<file path="config.mk">
export PLATFORM = sky130hd
export DESIGN_NAME = tdm_demux4_flat
export DESIGN_NICKNAME = d
export VERILOG_FILES = /design/src/rtl/tdm_demux4_pkg.sv /design/src/rtl/tdm_demux4_if.sv /design/src/rtl/tdm_demux4_slot_counter.sv /design/src/rtl/tdm_demux4.sv /design/src/flat_wrapper.sv
export SDC_FILE = /design/constraint.sdc
export NUM_CORES = 1
export LEC_CHECK = 0
export BUFFER_PORTS_ARGS = -buffer_cell sky130_fd_sc_hd__buf_2
export CAP_MARGIN = 15
export CORE_AREA = 2 2 39 41
export CTS_CLUSTER_SIZE = 14
export DETAILED_ROUTE_END_ITERATION = 10
export DIE_AREA = 0 0 41 43
export PLACE_DENSITY = 0.69
export SYNTH_ARGS = -nofsm -noshare
export SYNTH_HDL_FRONTEND = slang
export SYNTH_SLANG_ARGS = --single-unit
</file>
<file path="constraint.sdc">
create_clock -name clk -period 2.6 [get_ports clk]
set_input_delay 0.13 -clock clk [delete_from_list [all_inputs] [get_ports clk]]
set_output_delay 0.13 -clock clk [all_outputs]
set_load 0.02 [all_outputs]
</file>
<file path="src/rtl/tdm_demux4_pkg.sv">
// Shared types for the TDM demultiplexer slice.
// Default frame size, FSM state and slot index type.
package tdm_pkg;

  localparam int N_CH_DEF = 4;

  typedef enum logic {
    HUNT,
    LOCKED
  } tdm_state_t;

  typedef logic [$clog2(N_CH_DEF)-1:0] slot_t;

endpackage

</file>
<file path="src/rtl/tdm_demux4_if.sv">
// Serial-in / parallel-out bundle of the demultiplexer.
// master drives the slot stream, slave rebuilds the word.
interface tdm_demux4_if #(
  parameter int N_CH = 4,
  parameter int W    = 1
) ();

  logic [W-1:0]            din;
  logic                    din_valid;
  logic                    frame_sync;
  logic [N_CH*W-1:0]       dout;
  logic                    dout_valid;
  logic [$clog2(N_CH)-1:0] slot;
  logic                    locked;
  logic                    sync_err;

  modport master (
    output din,
    output din_valid,
    output frame_sync,
    input  dout,
    input  dout_valid,
    input  slot,
    input  locked,
    input  sync_err
  );

  modport slave (
    input  din,
    input  din_valid,
    input  frame_sync,
    output dout,
    output dout_valid,
    output slot,
    output locked,
    output sync_err
  );

endinterface

</file>
<file path="src/rtl/tdm_demux4_slot_counter.sv">
// Modulo-N_CH slot position counter.
// Priority: clear, then load-to-1, then increment.
module tdm_slot_counter
  import tdm_pkg::*;
#(
  parameter int N_CH = N_CH_DEF,
  parameter int SW   = $clog2(N_CH)
) (
  input  logic          clk,
  input  logic          rst,
  input  logic          en_i,
  input  logic          load1_i,
  input  logic          clr_i,
  output logic [SW-1:0] slot_o,
  output logic          last_o
);

  logic [SW-1:0] slot_q;
  logic [SW-1:0] slot_d;

  // next slot; natural wrap of the SW-bit count gives mod N_CH
  always_comb begin
    slot_d = slot_q;
    if (clr_i) begin
      slot_d = '0;
    end else if (load1_i) begin
      slot_d = SW'(1);
    end else if (en_i) begin
      slot_d = slot_q + 1'b1;
    end
  end

  // slot register
  always_ff @(posedge clk or posedge rst) begin
    if (rst) begin
      slot_q <= '0;
    end else begin
      slot_q <= slot_d;
    end
  end

  assign slot_o = slot_q;
  assign last_o = (slot_q == SW'(N_CH - 1));

endmodule

</file>
<file path="src/rtl/tdm_demux4.sv">
// TDM demultiplexer: serial slots back into a parallel word.
// Frame-sync lock FSM, shadow register, registered output word.
module tdm_demux4
  import tdm_pkg::*;
#(
  parameter int N_CH = N_CH_DEF,
  parameter int W    = 1
) (
  input  logic        clk,
  input  logic        rst,
  tdm_demux4_if.slave bus
);

  localparam int SW = $clog2(N_CH);
  localparam int DW = N_CH * W;

  tdm_state_t    state_q;
  logic [DW-1:0] shadow_q;
  logic [DW-1:0] dout_q;
  logic          dout_valid_q;
  logic          sync_err_q;
  logic          locked_q;

  logic [SW-1:0] slot;
  logic          last;
  logic          hunt_acq;
  logic          mis_sync;
  logic          wr_slot;
  logic          wr_last;

  // classify the current sample: acquire, resync, or normal write
  always_comb begin
    hunt_acq = 1'b0;
    mis_sync = 1'b0;
    wr_slot  = 1'b0;
    if (bus.din_valid) begin
      unique case (state_q)
        HUNT: begin
          hunt_acq = bus.frame_sync;
        end
        LOCKED: begin
          if (bus.frame_sync && (slot != '0)) begin
            mis_sync = 1'b1;
          end else begin
            wr_slot = 1'b1;
          end
        end
        default: ;
      endcase
    end
  end

  assign wr_last = wr_slot & last;

  tdm_slot_counter #(
    .N_CH (N_CH),
    .SW   (SW)
  ) u_cnt (
    .clk     (clk),
    .rst     (rst),
    .en_i    (wr_slot),
    .load1_i (hunt_acq | mis_sync),
    .clr_i   (1'b0),
    .slot_o  (slot),
    .last_o  (last)
  );

  // FSM, shadow capture and output word with registered pulses
  always_ff @(posedge clk or posedge rst) begin
    if (rst) begin
      state_q      <= HUNT;
      shadow_q     <= '0;
      dout_q       <= '0;
      dout_valid_q <= 1'b0;
      sync_err_q   <= 1'b0;
      locked_q     <= 1'b0;
    end else begin
      dout_valid_q <= wr_last;
      sync_err_q   <= mis_sync;
      if (hunt_acq || mis_sync) begin
        shadow_q[W-1:0] <= bus.din;
      end
      if (wr_slot) begin
        shadow_q[int'(slot)*W +: W] <= bus.din;
      end
      if (wr_last) begin
        dout_q <= {bus.din, shadow_q[DW-W-1:0]};
      end
      if (hunt_acq) begin
        state_q  <= LOCKED;
        locked_q <= 1'b1;
      end
    end
  end

  assign bus.dout       = dout_q;
  assign bus.dout_valid = dout_valid_q;
  assign bus.slot       = slot;
  assign bus.locked     = locked_q;
  assign bus.sync_err   = sync_err_q;

endmodule

</file>
<file path="src/flat_wrapper.sv">
// flat-port wrapper written by rule: the top's interface ports become plain ports
module tdm_demux4_flat import tdm_pkg::*;
#(
  parameter int N_CH = N_CH_DEF,
  parameter int W    = 1
)
  (clk, rst, bus_din, bus_din_valid, bus_frame_sync, bus_dout, bus_dout_valid, bus_slot, bus_locked, bus_sync_err);
  tdm_demux4_if #(.N_CH(N_CH), .W(W)) bus_i ();
  input  logic clk;
  input  logic rst;
  input wire logic [$bits(bus_i.din)-1:0] bus_din;
  input wire logic [$bits(bus_i.din_valid)-1:0] bus_din_valid;
  input wire logic [$bits(bus_i.frame_sync)-1:0] bus_frame_sync;
  output wire logic [$bits(bus_i.dout)-1:0] bus_dout;
  output wire logic [$bits(bus_i.dout_valid)-1:0] bus_dout_valid;
  output wire logic [$bits(bus_i.slot)-1:0] bus_slot;
  output wire logic [$bits(bus_i.locked)-1:0] bus_locked;
  output wire logic [$bits(bus_i.sync_err)-1:0] bus_sync_err;
  assign bus_i.din = bus_din;
  assign bus_i.din_valid = bus_din_valid;
  assign bus_i.frame_sync = bus_frame_sync;
  assign bus_dout = bus_i.dout;
  assign bus_dout_valid = bus_i.dout_valid;
  assign bus_slot = bus_i.slot;
  assign bus_locked = bus_i.locked;
  assign bus_sync_err = bus_i.sync_err;
  tdm_demux4 #(.N_CH(N_CH), .W(W)) u_core (.clk(clk), .rst(rst), .bus(bus_i));
endmodule
</file>
==> results of run 1 <==
-- layer usage --
layer / wire, um / vias up / global-route usage, %
met3: 46 / 5 / 4.71
met5: 0 / - / 0
li1: - / 197 / -
met1: 461 / 203 / 18.1
met4: 42 / 0 / 10.0
met2: 463 / 14 / 21.6
-- critical path, cell delays in order (launching register included) --
cell and delay [ns]:
dfrtp_1 0.44, inv_1 0.18, ha_1 0.28, inv_2 0.07, a21oi_4 0.28, nand2_4 0.12
mux2_4 0.31
-- synth_stat cells (2+ instances only) --
library cell / number / share of area (%)
a21boi_0: 2 / 2.5
a41o_2: 2 / 3.7
dfrtp_1: 12 / 50
ha_1: 5 / 10
inv_1: 4 / 2.5
mux2_4: 4 / 10
mux2i_1: 3 / 5.0
nand2_1: 3 / 1.9
-- final timing paths --
kind | startpoint | end | depth (start not counted) | slack (ns)
setup / recovery | u_core.u_cnt.slot_o[0]$_DFFE_PP0P_ | u_core.bus.dout[1]$_DFFE_PP0P_ | 6 | 0.81
hold / removal | bus_din_valid | u_core.bus.locked$_DFFE_PP0P_ | 3 | 0.11
setup reg to reg | u_core.u_cnt.slot_o[0]$_DFFE_PP0P_ | u_core.bus.dout[1]$_DFFE_PP0P_ | 6 | 0.81
hold reg to reg | u_core.bus.dout[1]$_DFFE_PP0P_ | u_core.bus.dout[1]$_DFFE_PP0P_ | 1 | 0.51
max in group asynchronous | rst | u_core.bus.dout[2]$_DFFE_PP0P_ | 3 | 1.89
min in group asynchronous | rst | u_core.bus.dout[3]$_DFFE_PP0P_ | 3 | 0.40
-- power by group through the flow --
stage                     Combinational (W)  Clock [W]  Sequential (W)
after floorplan                    0.000142          0        0.000318
after global placement             0.000249          0        0.000277
after detailed placement           0.000255          0        0.000278
after CTS                          0.000257   0.000151        0.000274
after global routing               0.000282   0.000160        0.000283
final                              0.000254   0.000150        0.000272
-- sequential cells by signal, summed over array words and instances (netlist names) --
| name | cells |
|---|---|
| u_core.bus.dout_valid | 1 |
| u_core.shadow_q | 3 |
| u_core.bus.dout | 4 |
| u_core.bus.locked | 1 |
| u_core.bus.sync_err | 1 |
| u_core.u_cnt.slot_o | 2 |
-- final cells by class --
class | count | area (um^2) | area share [%]
flip-flops and latches | 12 | 300 | 40.9
repair buffers | 14 | 75.1 | 10.2
clock buffers | 4 | 36.3 | 4.94
multi-input cells | 29 | 284 | 38.7
inverters | 5 | 18.8 | 2.56
well taps | 16 | 20.0 | 2.73
-- logic make-up (layout without fill, tap and decap cells) --
| family | count (synthesis) | in the layout | synth area share, % |
|---|---|---|---|
| muxes | 7 | 7 | 14.9 |
| buffers and inverters | 5 | 23 | 3.11 |
| AOI/OAI and AO/OA | 8 | 8 | 12.2 |
| adders and majority gates | 5 | 5 | 10.4 |
| and+or+nand+nor | 9 | 9 | 9.54 |
| DFF | 12 | 12 | 49.8 |
-- through the flow --
step	cell area, um^2	instances	worst slack, ns	hold slack (ns)	util, %
after global routing	734	80	0.682	0.135	53.1
after floorplan	603	46	0.903	-0.00530	-
after global placement	688	75	0.844	0.153	49.7
after CTS	734	80	0.795	0.113	53.1
after detailed placement	688	75	0.804	0.156	49.7
final	734	80	0.809	0.111	53.1
==> run metrics, run 1 <==
root buf cell=clkbuf_4; Num Clock Sinks=12; min Tclk post-route=1.79 ns; fin crit share=68.9%; fillers=126; Hold Crit Class=in2reg; Net Switching=0.000234 W; largest net degree at the start of global routing=13; WL final=1.01 mm; grt ovf=0; flops & latches, synth=12; crit path capture type=register; Synth Cell Area=603 um^2; Req. time, crit path=2.77 ns; Antenna Nets Post-Route=0; Sw Ratio=34.6%; commonest non-fill, non-tap cell in the layout=buf_2; drt wl/cell=12.7 um; setup bufs post-CTS=0; Final Wtd Congestion=0.744; share of cells above drive strength 1=43.8%; die width=41 um; Synth Warn #=0; count of unique library cells instantiated by Yosys=19; ANT cells=0; worst-path fanout max=8; core box area=1380 um^2; ys async rst share=100%; max cap viols=0; DR vias=419; DPL Wire Length=764 um; post-route setup TNS=0 ns; final hold vios=0; CTS tree=built; Comb pwr share=37.5%; Die ar.=1760 um^2; initial core utilization=43.6%; CTS buffer count=3; DRC=0; register area share after synthesis=49.8%; f_max=558 MHz; Max VDD drop=0.386 mV; EDFF count, synth=0; vias per cell=5.24; DR pass1 iterations=4; Rel. slew slack=70.0%; Clock Power Share=22.3%; most frequent cells in the layout=13 x buf_2, 12 x dfrtp_1, 5 x ha_1, 4 x inv_1, 4 x mux2_4; # hold bufs at CTS=1; DR iter-0 viols=6; cts repair resizes=0; io pins=14; Worst EP arrival=1.96 ns; Pleak=0.410 nW; Worst-path clk slew=0.08 ns; part of the power in registers=40.2%; status=completed; Final Max Slew Viols=0; Mapped Cells=46; syn avg cell area=13.1 um^2; cell row count=14; Clock Latency Late Sink=0.28 ns; Slew @ Worst Pin=0.450 ns; vias in the first global route=425; setup violators final=0; Final Total Pwr=0.000676 W; syn nets=56; total number of H-tree levels=1; synthesis-to-layout area growth=21.8%; WS Path Type=reg2reg; Die Ht=43 um; Layout Nets=75; Pwr Density=921 nW/um^2; port buffer count=13; initial antenna violation count=0; clock tree buffer depth=2; global-route wire length before repair=1.73 mm; main flop type after synthesis=dfrtp_1; Int Pwr=0.000442 W; GRT Total Usage=14.9%; RSZ-0062 raised after global routing=false; crit start category=register; Clock Skew=0.00261 ns
Note: power is estimated with default switching activity, not from simulation.
==> run 2, diff against run 1 <==
- clock period: 2.6 -> 1.8 ns (I/O delays scaled with it)
==> run 2 against run 1 <==
Against the previous run: setup slack got worse by 0.71 ns; maximum frequency rose by 5.4%; via count fell by 3.3%; die area did not move; register-to-register slack got worse by 0.71 ns; first-iteration DRC count fell by 67%; critical endpoint is now u_core.bus.dout[0]$_DFFE_PP0P_; largest cell class unchanged; largest power group unchanged.
==> run metrics, run 2 (synthesis gave the netlist of run 1 again) <==
Slew @ Worst Pin=0.461 ns; R2R depth=6; Cell Chain, Critical Path=inv_1 > ha_1 > inv_2 > a21oi_4 > nand2_4 > mux2_4; met3 usage=3.14%; DPL Wire Length=807 um; status=completed; largest stage delay on the critical path=0.44 ns; crit start category=register; commonest non-fill, non-tap cell in the layout=buf_2; final hold vios=0; port buffer count=13; area occupied by multi-input gates=284 um^2; most used routing layer=met2; Cells after DPL=76; core box area=1380 um^2; Worst Hold Launch=bus_din_valid; GR Layer Usage met1=19.3%; GRT Total Usage=14.7%; vias in the first global route=398; Worst R2R Start=u_core.u_cnt.slot_o[0]$_DFFE_PP0P_; global-route wire length before repair=1.69 mm; Max VDD drop=0.551 mV; drt wl/cell=12.7 um; WS Path Type=reg2reg; total number of H-tree levels=1; Hold Crit Depth=3; ANT cells=0; Pwr Density=1270 nW/um^2; Layout Nets=76; grt met2 use=20.6%; initial core utilization=43.6%; sequential cell area=300 um^2; Clock Latency Late Sink=0.27 ns; Die Ht=43 um; CTS tree=built; max cap viols=0; largest net degree at the start of global routing=13; max reg flops=4; post-route setup TNS=0 ns; Clock Skew=0.00434 ns; R2R Path End=u_core.bus.dout[0]$_DFFE_PP0P_; crit path capture type=register; DRC=0; setup violators final=0; hold endpoint=u_core.bus.locked$_DFFE_PP0P_; cell row count=14; DR vias=405; clock tree buffer depth=2; die width=41 um; Final Max Slew Viols=0; slowest cell on the critical path=dfrtp_1; fin crit share=94.4%; f_max=588 MHz; Req. time, crit path=1.95 ns; fillers=126; share of cells above drive strength 1=43.8%; Antenna Nets Post-Route=0; Worst-path clk slew=0.07 ns; io pins=14; DR pass1 iterations=3; R2R Setup Slk=0.10 ns; Hold Crit Class=in2reg; CTS buffer count=3; synthesis-to-layout area growth=20.7%; Final Wtd Congestion=0.758; WL final=1.02 mm; min Tclk post-route=1.70 ns; Worst EP arrival=1.85 ns; initial antenna violation count=0; Fin Hold WS=0.0837 ns; root buf cell=clkbuf_4; Rel. slew slack=69.3%; post-route cell area=728 um^2; grt ovf=0; post-route insts no fill=80; Num Clock Sinks=12; RSZ-0062 raised after global routing=false; DR iter-0 viols=2; worst-path fanout max=6; Final Total Pwr=0.000927 W; Area after DPL=696 um^2; Die ar.=1760 um^2; most frequent cells in the layout=13 x buf_2, 12 x dfrtp_1, 5 x ha_1, 4 x inv_1, 4 x mux2_4; Pleak=0.408 nW; vias per cell=5.06
==> run 2: stage by stage <==
stage               utilization (%)  worst slack [ns]
global placement               50.3             0.139
floorplan                         -             0.103
finish                         52.6             0.100
global route                   52.6           0.00181
CTS                            52.6            0.0800
detailed placement             50.3            0.0948
==> run 2: report_power, final <==
| part | total [W] | internal (W) | leakage, nW | switching, W |
|---|---|---|---|---|
| clock | 0.000160 | 0.0000773 | 0.0138 | 0.0000825 |
| sequential | 0.000396 | 0.000345 | 0.151 | 0.0000512 |
| combinational | 0.000371 | 0.000174 | 0.243 | 0.000196 |
==> run 2: final cells by class <==
| cell class | instances | area share [%] |
|---|---|---|
| Tap cell | 16 | 2.75 |
| Sequential cell | 12 | 41.2 |
| Multi-Input combinational cell | 29 | 39.0 |
| Clock buffer | 3 | 3.09 |
| Timing Repair Buffer | 15 | 11.3 |
| Inverter | 5 | 2.58 |
==> run 2: worst max-delay path by stage <==
stage | start | endpoint | slack [ns] | depth (start not counted)
2_1_floorplan | u_core.u_cnt.slot_o[0]$_DFFE_PP0P_ | u_core.bus.dout[0]$_DFFE_PP0P_ | 0.10 | 6
3_3_place_gp | u_core.u_cnt.slot_o[0]$_DFFE_PP0P_ | u_core.bus.dout[0]$_DFFE_PP0P_ | 0.14 | 6
3_5_place_dp | u_core.u_cnt.slot_o[0]$_DFFE_PP0P_ | u_core.bus.dout[0]$_DFFE_PP0P_ | 0.09 | 6
4_1_cts | u_core.u_cnt.slot_o[0]$_DFFE_PP0P_ | u_core.bus.dout[0]$_DFFE_PP0P_ | 0.08 | 6
5_1_grt | u_core.u_cnt.slot_o[0]$_DFFE_PP0P_ | u_core.bus.dout[0]$_DFFE_PP0P_ | 0.002 | 6
6_report | u_core.u_cnt.slot_o[0]$_DFFE_PP0P_ | u_core.bus.dout[0]$_DFFE_PP0P_ | 0.10 | 6
==> run 2: routing by layer <==
metal	vias up	part of all wire (%)
li1	196	-
met1	194	46
met2	11	47
met3	4	3.7
met4	0	2.9
met5	-	0
==> run 2: worst max-delay path, delay by kind of cell (launching register included) <==
kind,cells,cell delay [ns]
AOI/OAI and AO/OA,1,0.22
adders and majority gates,1,0.26
buffers and inverters,2,0.24
DFF,1,0.44
muxes,1,0.31
and+or+nand+nor,1,0.11
==> run 2: repair_timing <==
action,CTS,global route
gates resized for setup,0,0
hold buffers,1,0
endpoints found under the hold margin,12,0
setup buffers,0,0
==> run 3, diff against run 2 <==
- CTS_BUF_LIST: default -> sky130_fd_sc_hd__clkbuf_8 sky130_fd_sc_hd__clkbuf_16
==> run 3 against run 2 <==
Against the previous run: routed wire length up 1.4%; register-to-register slack about the same; global-route usage up 0.30 points; first-iteration DRC count unchanged; clock skew down 0.0037 ns; via count down 0.74%; total power up 8.9%; clock-buffer cell count unchanged; sequential share of layout area down 1.0 points; die area unchanged; critical path depth unchanged; critical path type unchanged; largest power group unchanged; highest routed layer unchanged.
==> run metrics, run 3 (synthesis gave the netlist of run 1 again) <==
status=completed; port buffer count=13; DR iter-0 viols=2; Worst R2R Start=u_core.u_cnt.slot_o[0]$_DFFE_PP0P_; DPL Wire Length=807 um; clock tree buffer depth=2; initial core utilization=43.6%; Final Wtd Congestion=0.758; fin crit share=94.1%; Rel. slew slack=69.3%; Worst Setup EP=u_core.bus.dout[0]$_DFFE_PP0P_; R2R depth=6; Clock Skew=0.000671 ns; Worst-path clk slew=0.05 ns; Pleak=0.416 nW; ANT cells=0; DR pass1 iterations=4; Slew @ Worst Pin=0.459 ns; DR vias=402; post-route insts no fill=80; worst-path fanout max=6; cell row count=14; DP Worst Slack=0.0948 ns; Pwr Density=1350 nW/um^2; initial antenna violation count=0; Clock Latency Late Sink=0.24 ns; grt ovf=0; Antenna Nets Post-Route=0; final worst-path setup slack=0.107 ns; crit path capture type=register; drt wl/cell=12.9 um; CTS buffer count=3; most frequent cells in the layout=13 x buf_2, 12 x dfrtp_1, 5 x ha_1, 4 x inv_1, 4 x mux2_4; R2R Path End=u_core.bus.dout[0]$_DFFE_PP0P_; WL final=1.03 mm; vias in the first global route=397; Final Max Slew Viols=0; setup bufs post-CTS=0; die width=41 um; post-route cell area=747 um^2; Area after DPL=696 um^2; Die Ht=43 um; crit start category=register; io pins=14; global-route wire length before repair=1.70 mm; share of cells above drive strength 1=43.8%; Hold Crit Class=in2reg; commonest non-fill, non-tap cell in the layout=buf_2; cts repair resizes=0; Critical Path Source=u_core.u_cnt.slot_o[0]$_DFFE_PP0P_; Max VDD drop=0.608 mV; max reg flops=4; Die ar.=1760 um^2; CTS tree=built; max cap viols=0; vias per cell=5.03; synthesis-to-layout area growth=23.9%; Num Clock Sinks=12; root buf cell=clkbuf_8; R2R Setup Slk=0.11 ns; f_max=591 MHz; Req. time, crit path=1.92 ns; min Tclk post-route=1.69 ns; final hold vios=0; post-route setup TNS=0 ns; largest net degree at the start of global routing=13; WS Path Type=reg2reg; setup violators final=0; RSZ-0062 raised after global routing=false; Cells after DPL=76; DRC=0; Worst EP arrival=1.81 ns; total number of H-tree levels=1; GRT Total Usage=15.0%; core box area=1380 um^2; Layout Nets=76
run 3: cell types whose count changed in the layout (fill, tap and decap cells not counted):
cell      before  now
clkbuf_4       3    0
clkbuf_8       0    3
run 3: layout make-up:
type | instances | area [um^2]
fillers | 121 | 637
well taps | 16 | 20.0
multi-input cells | 29 | 284
inverters | 5 | 18.8
repair buffers | 15 | 82.6
flip-flops and latches | 12 | 300
clock buffers | 3 | 41.3
run 3: how the worst min path moves through the flow:
stage,start,endpoint,cells past startpoint
after floorplan,rst,u_core.bus.dout[0]$_DFFE_PP0P_,1
after global placement,rst,u_core.bus.dout_valid$_DFF_PP0_,2
after detailed placement,rst,u_core.bus.dout[2]$_DFFE_PP0P_,2
after CTS,bus_din_valid,u_core.bus.locked$_DFFE_PP0P_,3
after global routing,bus_din,u_core.bus.dout[3]$_DFFE_PP0P_,2
final,bus_din_valid,u_core.bus.locked$_DFFE_PP0P_,3
run 3: per-layer routing:
layer	track usage, %	wire length [um]	vias up
li1	-	-	195
met1	19.7	480	190
met2	20.3	476	13
met3	4.71	45	4
met4	10.0	28	0
met5	0	0	-
run 3: timing repair:
action / CTS / global route
setup endpoints to repair: 0 / 0
endpoints found under the hold margin: 12 / 0
hold buffers: 1 / 0
run 3: metrics by stage:
step | hold WS (ns) | power, W | util, %
final | 0.117 | 0.00101 | 54.0
after global routing | 0.136 | 0.00108 | 54.0
after global placement | 0.114 | 0.000764 | 50.3
after floorplan | -0.0453 | 0.000665 | -
after CTS | 0.115 | 0.00102 | 54.0
after detailed placement | 0.120 | 0.000778 | 50.3
run 3: critical path, cell delays in order (launching register included):
cell	delay, ns
dfrtp_1	0.44
inv_1	0.18
ha_1	0.26
inv_2	0.06
a21oi_4	0.22
nand2_4	0.11
mux2_4	0.31
run 3: power breakdown:
| part | internal [W] | total [W] | switching, W |
|---|---|---|---|
| clock network | 0.000147 | 0.000241 | 0.0000940 |
| logic | 0.000174 | 0.000371 | 0.000196 |
| registers | 0.000346 | 0.000397 | 0.0000511 |
